==> src/rtl/button_pkg.sv <==
// button_pkg: shared types and timing defaults for board-input blocks.
package button_pkg;

    typedef enum logic [1:0] {
        IDLE,
        ARM,
        HELD,
        DISARM
    } btn_state_e;

    localparam int PRESS_CNT_W     = 8;
    localparam int DEBOUNCE_100MHZ = 1_000_000;
    localparam int LONG_100MHZ     = 100_000_000;

endpackage

==> src/rtl/button_debounce_sync_2ff.sv <==
// sync_2ff: generic 1-bit two-flop synchroniser, async active-low reset to 0.
module sync_2ff (
    input  logic clk,
    input  logic rst_n,
    input  logic d_i,
    output logic q_o
);

    logic meta_q;

    always_ff @(posedge clk or negedge rst_n) begin
        if (!rst_n) begin
            meta_q <= 1'b0;
            q_o    <= 1'b0;
        end else begin
            meta_q <= d_i;
            q_o    <= meta_q;
        end
    end

endmodule

==> src/rtl/button_debounce.sv <==
// button_debounce: synchronised, edge-qualified button with press/release/long-press strobes.
module button_debounce
    import button_pkg::*;
#(
    parameter int DEBOUNCE_CYCLES = DEBOUNCE_100MHZ,
    parameter int LONG_CYCLES     = LONG_100MHZ,
    parameter int CNT_W           = 27
) (
    input  logic                   clk,
    input  logic                   rst_n,
    input  logic                   btn_i,
    output logic                   level_o,
    output logic                   press_o,
    output logic                   release_o,
    output logic                   long_press_o,
    output logic [PRESS_CNT_W-1:0] press_count_o
);

    localparam logic [CNT_W-1:0] STAB_MAX = CNT_W'(DEBOUNCE_CYCLES - 1);
    localparam logic [CNT_W-1:0] LONG_MAX = CNT_W'(LONG_CYCLES);
    localparam logic [CNT_W-1:0] LONG_PRE = CNT_W'(LONG_CYCLES - 1);

    btn_state_e       state_q;
    logic [CNT_W-1:0] stab_q;
    logic [CNT_W-1:0] hold_q;
    logic             btn_s;
    logic             holding;

    sync_2ff u_sync (
        .clk   (clk),
        .rst_n (rst_n),
        .d_i   (btn_i),
        .q_o   (btn_s)
    );

    assign holding = (state_q == HELD) || (state_q == DISARM);

    always_ff @(posedge clk or negedge rst_n) begin
        if (!rst_n) begin
            state_q       <= IDLE;
            stab_q        <= '0;
            hold_q        <= '0;
            level_o       <= 1'b0;
            press_o       <= 1'b0;
            release_o     <= 1'b0;
            long_press_o  <= 1'b0;
            press_count_o <= '0;
        end else begin
            press_o      <= 1'b0;
            release_o    <= 1'b0;
            long_press_o <= holding && (hold_q == LONG_PRE);
            if (holding && (hold_q != LONG_MAX))
                hold_q <= hold_q + 1'b1;
            case (state_q)
                IDLE: begin
                    if (btn_s) begin
                        state_q <= ARM;
                        stab_q  <= CNT_W'(1);
                    end
                end
                ARM: begin
                    if (!btn_s) begin
                        state_q <= IDLE;
                        stab_q  <= '0;
                    end else if (stab_q == STAB_MAX) begin
                        state_q       <= HELD;
                        press_o       <= 1'b1;
                        press_count_o <= press_count_o + 1'b1;
                        hold_q        <= '0;
                        level_o       <= 1'b1;
                    end else begin
                        stab_q <= stab_q + 1'b1;
                    end
                end
                HELD: begin
                    if (!btn_s) begin
                        state_q <= DISARM;
                        stab_q  <= CNT_W'(1);
                    end
                end
                DISARM: begin
                    if (btn_s) begin
                        state_q <= HELD;
                    end else if (stab_q == STAB_MAX) begin
                        // an accepted release wins over a coincident long-press
                        state_q      <= IDLE;
                        stab_q       <= '0;
                        release_o    <= 1'b1;
                        long_press_o <= 1'b0;
                        level_o      <= 1'b0;
                    end else begin
                        stab_q <= stab_q + 1'b1;
                    end
                end
                default: state_q <= IDLE;
            endcase
        end
    end

endmodule

==> config.mk <==
export PLATFORM = sky130hd
export DESIGN_NAME = button_debounce
export DESIGN_NICKNAME = d
export VERILOG_FILES = /design/src/rtl/button_pkg.sv /design/src/rtl/button_debounce_sync_2ff.sv /design/src/rtl/button_debounce.sv
export SDC_FILE = /design/constraint.sdc
export NUM_CORES = 1
export LEC_CHECK = 0
export ABC_AREA = 0
export CORE_MARGIN = 3
export CORE_UTILIZATION = 40
export CTS_CLUSTER_DIAMETER = 200
export DETAILED_ROUTE_END_ITERATION = 7
export GPL_TIMING_DRIVEN = 0
export PLACE_DENSITY = 0.55
export SYNTH_ARGS = -nofsm -noshare
export SYNTH_HDL_FRONTEND = slang
export SYNTH_SLANG_ARGS = --single-unit
==> constraint.sdc <==
create_clock -name clk -period 2.23 [get_ports clk]
set_input_delay 0.446 -clock clk [delete_from_list [all_inputs] [get_ports clk]]
set_output_delay 0.446 -clock clk [all_outputs]
set_load 0.1 [all_outputs]
### Word-level counts from Yosys, hierarchy flattened

Index checks and enable logic that the tools add are counted.

| word-level totals | value |
|---|---|
| output and inout bits | 12 |
| bits of input ports | 3 |
| logic and storage cells | 68 |
| register bits | 70 |

| cells by class | value |
|---|---|
| add/subtract/negate cells | 3 |
| muxes and demuxes | 31 |
| reductions and logical operators | 9 |
| equality and inequality tests | 15 |

Operators by type and width:

| operator | number |
|---|---|
| 27-bit 2-to-1 mux | 10 |
| 27-bit one-hot mux with 4 select lines | 1 |
| 27-bit by 1-bit adder with 27-bit output (second input constant) | 2 |
| 27-bit by 20-bit == test with 1-bit output (second input constant) | 1 |
| 27-bit == test (second input constant) | 1 |
| 27-bit != test (second input constant) | 1 |
| 1-bit 2-to-1 mux | 12 |
| 2-bit 2-to-1 mux | 6 |
| 8-bit by 1-bit adder with 8-bit output (second input constant) | 1 |
| 2-bit one-hot mux with 4 select lines | 1 |
| 4-bit AND reduction | 2 |
| 2-bit by 1-bit != test with 1-bit output (second input constant) | 3 |
| 2-bit != test (second input constant) | 3 |
| 3-bit != test (second input constant) | 2 |
| 5-bit AND reduction | 1 |
| 2-bit == test (second input constant) | 2 |
| 3-bit by 1-bit != test with 1-bit output (second input constant) | 1 |
| 3-bit AND reduction | 1 |
| 2-bit by 1-bit == test with 1-bit output (second input constant) | 1 |
| 1-bit logical AND | 2 |
| 2-bit logical NOT | 1 |
| 1-bit one-hot mux with 2 select lines | 1 |
| 2-bit nonzero test | 1 |
| 1-bit logical OR | 1 |

### Longest topological paths before layout

Gate-level depths: netlist of run 1.

| logic depth | value |
|---|---|
| depth in word-level cells | 7 |
| depth in mapped cells | 7 |
| mapped depth without buffers | 7 |

### By module

A second synthesis of run 1 with hierarchy kept.

| unflattened totals | value |
|---|---|
| cells, all modules | 386 |
| area total of the unflattened synthesis | 3613.5 µm² |

By module, submodules not included:

| module | sequential area each (µm²) | cells an instance | area each (µm²) | instances |
|---|---|---|---|---|
| button_debounce | 1701.6 | 384 | 3563.4 | 1 |
| sync_2ff | 50.0 | 2 | 50.0 | 1 |

### Least setup slack after synthesis of run 1

Ideal clock, no wire load.

| timing | value |
|---|---|
| path kind | flip-flop to flip-flop |
| from | register stab_q[1] |
| to | register stab_q[6] |
| stages on the path, launching flop included | 7 |
| data required time | 2.114 ns |
| arrival time | 1.824 ns |
| clock period less this slack | 1.940 ns |
| library setup time | 0.116 ns |
| setup slack | 0.290 ns |
| buffers on the path | 0 |
| cells stage by stage | dfrtp_1 -> ha_1 -> and3_2 -> nand4_1 -> nor2_1 -> or4_1 -> o311ai_0 |

| between the ends | value |
|---|---|
| cells in the longest elaborated chain, start to end | 4 |
| elaborated cells on any way between the ends | 9 |
| classes of those cells | add/sub: 1; eq/ne: 2; mux: 5; reduce/logical: 1 |

Ends and longest elaborated chain:

| what | line | source |
|---|---|---|
| start: declaration | button_debounce.sv:24 | `logic [CNT_W-1:0] stab_q;` |
| start signal: assignment | button_debounce.sv:72 | `stab_q <= stab_q + 1'b1;` |
| start signal: assignment | button_debounce.sv:92 | `stab_q <= stab_q + 1'b1;` |
| 27-bit by 1-bit adder with 27-bit output or 27-bit by 20-bit == test with 1-bit output (tied branches) | - |  |
| 27-bit 2-to-1 mux, on equally long branches | button_debounce.sv:84, button_debounce.sv:65 |  |
| 27-bit 2-to-1 mux, on equally long branches | button_debounce.sv:82, button_debounce.sv:62 |  |
| 27-bit one-hot mux with 4 select lines | button_debounce.sv:54 | `case (state_q)` |

Several ways; a longest one is shown, not always the timed one. The select of a mux whose other input is x is not followed.
A chain may end at the register's enable or synchronous reset.

### Worst setup path in the final report of run 1

| timing | value |
|---|---|
| from | register stab_q[1] |
| to | register stab_q[20] |

The elaborated chain is that of the path after synthesis.

==> results of run 1 <==
-- synthesized netlist by cell type, types with 3 or more instances --
| cell | number |
|---|---|
| xor2_1 | 22 |
| a31oi_1 | 9 |
| a211oi_1 | 3 |
| and2_1 | 8 |
| a21oi_1 | 19 |
| o31ai_1 | 8 |
| nor4_1 | 7 |
| nor3_2 | 3 |
| a211o_1 | 4 |
| a221o_1 | 3 |
| and3_1 | 10 |
| o41ai_1 | 3 |
| nand2_1 | 31 |
| or3_1 | 4 |
| clkbuf_1 | 7 |
| mux2i_1 | 3 |
| nor4b_1 | 3 |
| xnor2_1 | 14 |
| buf_4 | 3 |
| dfrtp_1 | 70 |
| buf_6 | 3 |
| o22ai_1 | 3 |
| nor3_1 | 6 |
| ha_1 | 4 |
| and4_1 | 8 |
| nand4_1 | 32 |
| and3_2 | 3 |
| o21ai_0 | 8 |
| nand3_1 | 26 |
| nor2_1 | 49 |
| buf_2 | 6 |
| inv_1 | 9 |
| or4_1 | 9 |
-- state kept, by name, indices dropped and copies added (netlist names), named ones only --
register       flops
hold_q            27
level_o            1
long_press_o       1
press_count_o      8
press_o            1
release_o          1
stab_q            27
state_q            1
u_sync.meta_q      1
u_sync.q_o         1
-- layout make-up --
class	instances	area, sq um	area share (%)
multi-input cells	337	2281	47.19
clock buffers	10	127.6	2.640
repair buffers	27	242.7	5.022
flip-flops and latches	70	1754	36.29
inverters	9	33.78	0.6989
plain buffers	22	141.4	2.925
well taps	133	166.4	3.443
clock inverters	6	86.33	1.786
-- routing by layer --
layer / share of wire [%] / up-vias / GRT usage, % / routed length (um)
li1: - / 1714 / - / -
met4: 1.4 / 0 / 7.124 / 155
met5: 0 / - / 0 / 0
met3: 4.1 / 14 / 4.319 / 442
met1: 49 / 1807 / 28.90 / 5291
met2: 46 / 82 / 29.71 / 4977
-- per-stage QoR --
step	setup slack [ns]	instance area (sq um)	cells	hold WS [ns]	utilization, %
after floorplan	0.2899	4114	438	0.1504	-
final	0.07523	4833	614	0.3586	49.00
after CTS	0.004977	4707	606	0.3628	47.72
after detailed placement	-0.2441	4446	586	0.3444	45.07
after global placement	-1.791	4420	585	0.3329	44.81
after global routing	-0.04898	4833	614	0.3638	49.00
-- timing repair --
item | in CTS | in global routing
endpoints found under the hold margin | 22 | 0
pin swaps | 1 | 6
endpoints found under the setup margin | 41 | 20
hold buffers | 1 | 0
resized for setup | 19 | 15
buffers inserted | 3 | 8
-- worst max-delay path: stages, from the launching register on --
cell and delay [ns]:
dfrtp_1 0.41, ha_2 0.23, and3_2 0.26, nand2_2 0.14
or2_1 0.26, buf_6 0.15, or4_1 0.46, a21oi_1 0.16
-- power by group through the flow --
stage | clock network, mW | logic, mW | registers, mW
2_1_floorplan | 0 | 0.0698 | 1.31
3_3_place_gp | 0 | 0.123 | 1.31
3_5_place_dp | 0 | 0.130 | 1.31
4_1_cts | 1.16 | 0.134 | 1.29
5_1_grt | 1.21 | 0.154 | 1.29
6_report | 1.14 | 0.137 | 1.29
-- logic make-up after synthesis --
kind of cell / Yosys count
xor gates and xnor gates: 36
muxes: 5
DFF: 70
and+or+nand+nor: 222
AOI/OAI and AO/OA: 70
adders and majority gates: 4
buffers and inverters: 31
-- path summary, 6_finish.rpt --
check / from / endpoint / slack (ns) / cells after the start
min in group asynchronous: rst_n / stab_q[18]$_DFFE_PN0P_ / 0.54 / 2
worst min register to register: u_sync.meta_q$_DFF_PN0_ / u_sync.q_o$_DFF_PN0_ / 0.36 / 0
worst max register to register: stab_q[1]$_DFFE_PN0P_ / stab_q[20]$_DFFE_PN0P_ / 0.08 / 7
worst max-delay path: stab_q[1]$_DFFE_PN0P_ / stab_q[20]$_DFFE_PN0P_ / 0.08 / 7
max in group asynchronous: rst_n / hold_q[25]$_DFF_PN0_ / 1.14 / 3
worst min-delay path: u_sync.meta_q$_DFF_PN0_ / u_sync.q_o$_DFF_PN0_ / 0.36 / 0
==> metrics.cfg, run 1 <==
[run_status]
status=complete, no violations

[worst_setup_path]
path_max_fanout=10
critPathRequiredTime_ns=2.52
arrival_ns=2.44
critical_path_class=reg -> reg
cp-end-kind=flip-flop
cp-start-kind=flip-flop

[routing]
route.detailed.drc=0
first_iter_violations=251
firstDrtPassIters=5
wl_per_cell_um=17.70
ant_nets=0
viasPerCell=5.891
routed_wirelength_mm=10.87
vias=3617

[global_route]
antenna_found_initial=0
grt_start_max_net_pins=46
grtUsageTotal_pct=20.06
grt_pass1_wl_mm=18.16
grt_pass1_vias=3491
overflow=0

[synthesis]
syn_inst=438
synth_edf_count=0
postSynth.asyncResetShare_pct=100.0
synth_top_area_share_pct=42.58
synth_compound_area_share_pct=11.50
yosys.area_share.simple_pct=31.66
synth_adder_area_share_pct=1.217
synth-warning-count=0
ys_seq_area_share_pct=42.58
synth_top_family_by_area=simple AND/OR/NAND/NOR gates
synthesis.area_sq_mm=0.004114
avgSynthCellArea_sq_um=9.393
synth-main-ff-cell=dfrtp_1
synth_area_leaders=dfrtp_1 43%, nand4_1 4.9%, xor2_1 4.7%
synth_xor_area_share_pct=7.664
synthMuxAreaShare_pct=1.277
yosysTopAreaCell=dfrtp_1
synth_fp_nets=445
synth_cell_types=62
ys_seq_elements=70

[sta]
worst_slew_pin_slew_ns=0.9678
period_share_pct=96.63
setup_tns_ns=0
max_freq_mhz=464.1
grt_setup_unrepaired=true
hold_violations=0
drv_slew=0
slew_headroom_pct=35.74
clock_skew_ns=0.01061
setup_viol=0
period_needed_ns=2.155

[clock_network]
numCtsBuffers=9
clock_sinks=70
clock_latency_ns=0.36
clk_pin_slew_worst_paths_ns=0.08
cts_buffer_depth=2
cts_tree=done
htreeDepth=3
clockRootBuffer=clkbuf_8

[floorplanning]
die_h_um=107.4
io_pins=15
fp.dieW_um=107.4
num_rows=36
core_area_sq_mm=0.009864
start_util_pct=41.70
die_area_sq_mm=0.01154

[finish]
area_growth_pct=17.49
final_cell_mix=68 x dfrtp_1, 48 x nor2_1, 32 x nand4_1
final_common_cell=dfrtp_1
num-fill-cells=932
layout-drive-gt1-share_pct=16.01
fin_nets=483
diodes=0

[hold_path]
min_path_type=reg -> reg

[power]
powerDensity_mw_per_mm2=530.0
power_frac_comb_pct=5.3
p_total_mw=2.562
seqPwrFrac_pct=50.2
leakage_nw=2.106
sw_frac_of_total_pct=24.00
power_frac_clock_pct=44.4
ir_drop_uv=387.5
p_switching_mw=0.6148
intPower_mw=1.947

[placed_design]
hpwlAfterDp_mm=7.591
gp_congestion=0.8797
io_buffers=14

[flow_run]
maxCapViolations=0

Note: power is estimated with default switching activity, not from simulation.
==> run 2, diff against run 1 <==
--- a/config.mk
+++ b/config.mk
@@ -7,11 +7,12 @@
 export LEC_CHECK = 0
 export ABC_AREA = 0
 export CORE_MARGIN = 3
-export CORE_UTILIZATION = 40
+export CORE_UTILIZATION = 30
 export CTS_CLUSTER_DIAMETER = 200
+export CTS_CLUSTER_SIZE = 24
 export DETAILED_ROUTE_END_ITERATION = 7
 export GPL_TIMING_DRIVEN = 0
-export PLACE_DENSITY = 0.55
+export PLACE_DENSITY = 0.44
 export SYNTH_ARGS = -nofsm -noshare
 export SYNTH_HDL_FRONTEND = slang
 export SYNTH_SLANG_ARGS = --single-unit
==> constraint.sdc (replaced) <==
create_clock -name clk -period 2.23 [get_ports clk]
set_input_delay 0.446 -clock clk [delete_from_list [all_inputs] [get_ports clk]]
set_output_delay 0.446 -clock clk [all_outputs]
set_load 0.01 [all_outputs]
==> run 2 against run 1 <==
Net effect: global-route usage fell by 3.5 points; sequential power barely moved; sequential cell count is the same; setup slack improved by 0.039 ns; power grew 16%; cell count increased by 6.7%; critical path depth is 1 lower; critical endpoint is now stab_q[9]$_DFFE_PN0P_; design area up 2.7%.
==> metrics.cfg, run 2 (synthesis results as in run 1) <==
[placed_design]
placed_cells=629  ; +7.3%
hpwlAfterDp_mm=8.205  ; +8.1%
io_buffers=14  ; unchanged
gp_congestion=0.8697  ; -1.1%

[worst_setup_path]
critPathRequiredTime_ns=2.45  ; -0.07 ns
critical_path_class=reg -> reg
cp_num_cells=6  ; -1
cp_num_buf_inv=1  ; unchanged
cp-end-kind=flip-flop
critPathMaxStageDelay_ns=0.47  ; about the same
critPathSlowestCell=dfrtp_1
path_max_fanout=7  ; -3
crit_chain=nor4_2 > nand4_2 > buf_4 > nor3_4 > a221oi_1 > a221o_1
critPathTopFamily=simple AND/OR/NAND/NOR gates
reg2reg_depth=6  ; -1
cp-start-kind=flip-flop
arrival_ns=2.34  ; -0.10 ns

[clock_network]
htreeDepth=3  ; unchanged
clock_latency_ns=0.34  ; -0.02 ns
clockRootBuffer=clkbuf_16
numCtsBuffers=9  ; unchanged
clk_pin_slew_worst_paths_ns=0.06  ; -0.02 ns
holdBufCountCts=0  ; -1
cts_buffer_depth=2  ; unchanged
clock_sinks=70  ; unchanged
cts_tree=done

[finish]
top_regs=hold_q: 27 flops, stab_q: 27 flops, press_count_o: 8 flops
layout-drive-gt1-share_pct=15.87  ; -0.14 points
final_cell_mix=70 x dfrtp_1, 48 x nor2_1, 32 x nand4_1
fin_nets=482  ; -0.21%
diodes=0  ; unchanged
area_growth_pct=20.65
postLayoutCoreUtil_pct=37.19  ; -12 points
final_common_cell=dfrtp_1
finalNonFillerCells=655  ; +6.7%

[power]
leakage_nw=2.097  ; -0.42%
p_total_mw=2.973  ; +16%
powerDensity_mw_per_mm2=599.1  ; +13%
ir_drop_uv=384.1  ; -0.89%

[floorplanning]
core_area_sq_mm=0.01335  ; +35%
start_util_pct=30.82  ; -11 points
num_rows=42  ; +17%
die_h_um=123.1  ; +15%
fp.dieW_um=123.1  ; +15%
die_area_sq_mm=0.01515  ; +31%
io_pins=15  ; unchanged

[routing]
vias=3512  ; -2.9%
ant_nets=0  ; unchanged
viasPerCell=5.362  ; -9.0%
routed_wirelength_mm=11.56  ; +6.3%
firstDrtPassIters=4  ; -1
route.detailed.drc=0  ; unchanged
first_iter_violations=264  ; +5.2%
wl_per_cell_um=17.64  ; -0.32%

[global_route]
grtUsageTotal_pct=16.57  ; -3.5 points
grt_pass1_wl_mm=19.42  ; +6.9%
grt_pass1_vias=3572  ; +2.3%
antenna_found_initial=0  ; unchanged
overflow=0  ; unchanged
grt_start_max_net_pins=41  ; -11%

[sta]
period_share_pct=94.88  ; -1.7 points
slew_headroom_pct=51.02  ; +15 points
worst_slew_pin_slew_ns=0.7307  ; -0.2371 ns
hold_ws_ns=0.04248  ; -0.3161 ns
drv_slew=0  ; unchanged
period_needed_ns=2.116  ; -0.03893 ns
hold_violations=0  ; unchanged
clock_skew_ns=0.007322  ; -0.003289 ns
setup_viol=0  ; unchanged
max_freq_mhz=472.6  ; +1.8%

[run_status]
status=complete, no violations

[flow_run]
maxCapViolations=0  ; unchanged

[hold_path]
min_path_type=in -> async

==> run 2: cell count changes in the layout (fill, tap and decap cells not counted), moves of 2 or more <==
cell             delta
clkbuf_1            -3
clkbuf_8            -9
clkbuf_16           +9
dlygate4sd2_1      -12
dfrtp_2             -2
clkdlybuf4s50_1    +12
dfrtp_1             +2
==> run 2: stage by stage <==
stage	setup slack (ns)	TNS, ns	cell area [sq um]
floorplan	0.2899	0	4114
global placement	-1.912	-139.29	4474
detailed placement	-0.2737	-4.551	4492
CTS	0.01775	0	4837
global route	-0.009120	-0.009821	4964
finish	0.1142	0	4964
==> run 2: power by group <==
part	total (mW)	internal, mW	switching (mW)
clock	1.55	0.972	0.573
combinational	0.140	0.0432	0.0966
sequential	1.29	1.28	0.00778
total	2.97	2.30	0.678
==> run 2: worst paths after layout <==
kind                            slack [ns]                      endpoint                     from
worst max register to register        0.11         stab_q[9]$_DFFE_PN0P_   stab_q[12]$_DFFE_PN0P_
max in group asynchronous             1.62  press_count_o[6]$_DFFE_PN0P_                    rst_n
worst min-delay path                  0.04        stab_q[20]$_DFFE_PN0P_                    rst_n
worst max-delay path                  0.11         stab_q[9]$_DFFE_PN0P_   stab_q[12]$_DFFE_PN0P_
min in group clk                      0.36          u_sync.q_o$_DFF_PN0_  u_sync.meta_q$_DFF_PN0_
worst min register to register        0.36          u_sync.q_o$_DFF_PN0_  u_sync.meta_q$_DFF_PN0_
==> run 2: cell type report <==
| class | count | area (sq um) |
|---|---|---|
| Clock buffer | 9 | 225.2 |
| Fill cell | 1375 | 8384 |
| Clock inverter | 6 | 87.58 |
| Multi-Input combinational cell | 337 | 2258 |
| Tap cell | 176 | 220.2 |
| Sequential cell | 70 | 1752 |
| Inverter | 9 | 33.78 |
| Buffer | 22 | 146.4 |
| Timing Repair Buffer | 26 | 240.2 |
==> run 2: repair_timing <==
item,4_1_cts,5_1_grt
endpoints found under the setup margin,48,43
cloned,0,0
setup buffers,1,10
gates resized for setup,6,14
endpoints found under the hold margin,0,0
pin swaps,1,6
==> run 2: layer usage <==
metal | vias to the layer above | GRT usage [%] | routed length [um]
met3 | 17 | 3.019 | 274
met5 | - | 0 | 0
met4 | 0 | 6.851 | 261
met1 | 1741 | 23.51 | 5896
li1 | 1712 | - | -
met2 | 42 | 24.87 | 5123
==> run 3, diff against run 2 <==
--- a/config.mk
+++ b/config.mk
@@ -11,6 +11,7 @@
 export CTS_CLUSTER_DIAMETER = 200
 export CTS_CLUSTER_SIZE = 24
 export DETAILED_ROUTE_END_ITERATION = 7
+export GPL_ROUTABILITY_DRIVEN = 0
 export GPL_TIMING_DRIVEN = 0
 export PLACE_DENSITY = 0.44
 export SYNTH_ARGS = -nofsm -noshare
==> results of run 3 <==
Final layout, timing and power as in run 2 (identical DEF).
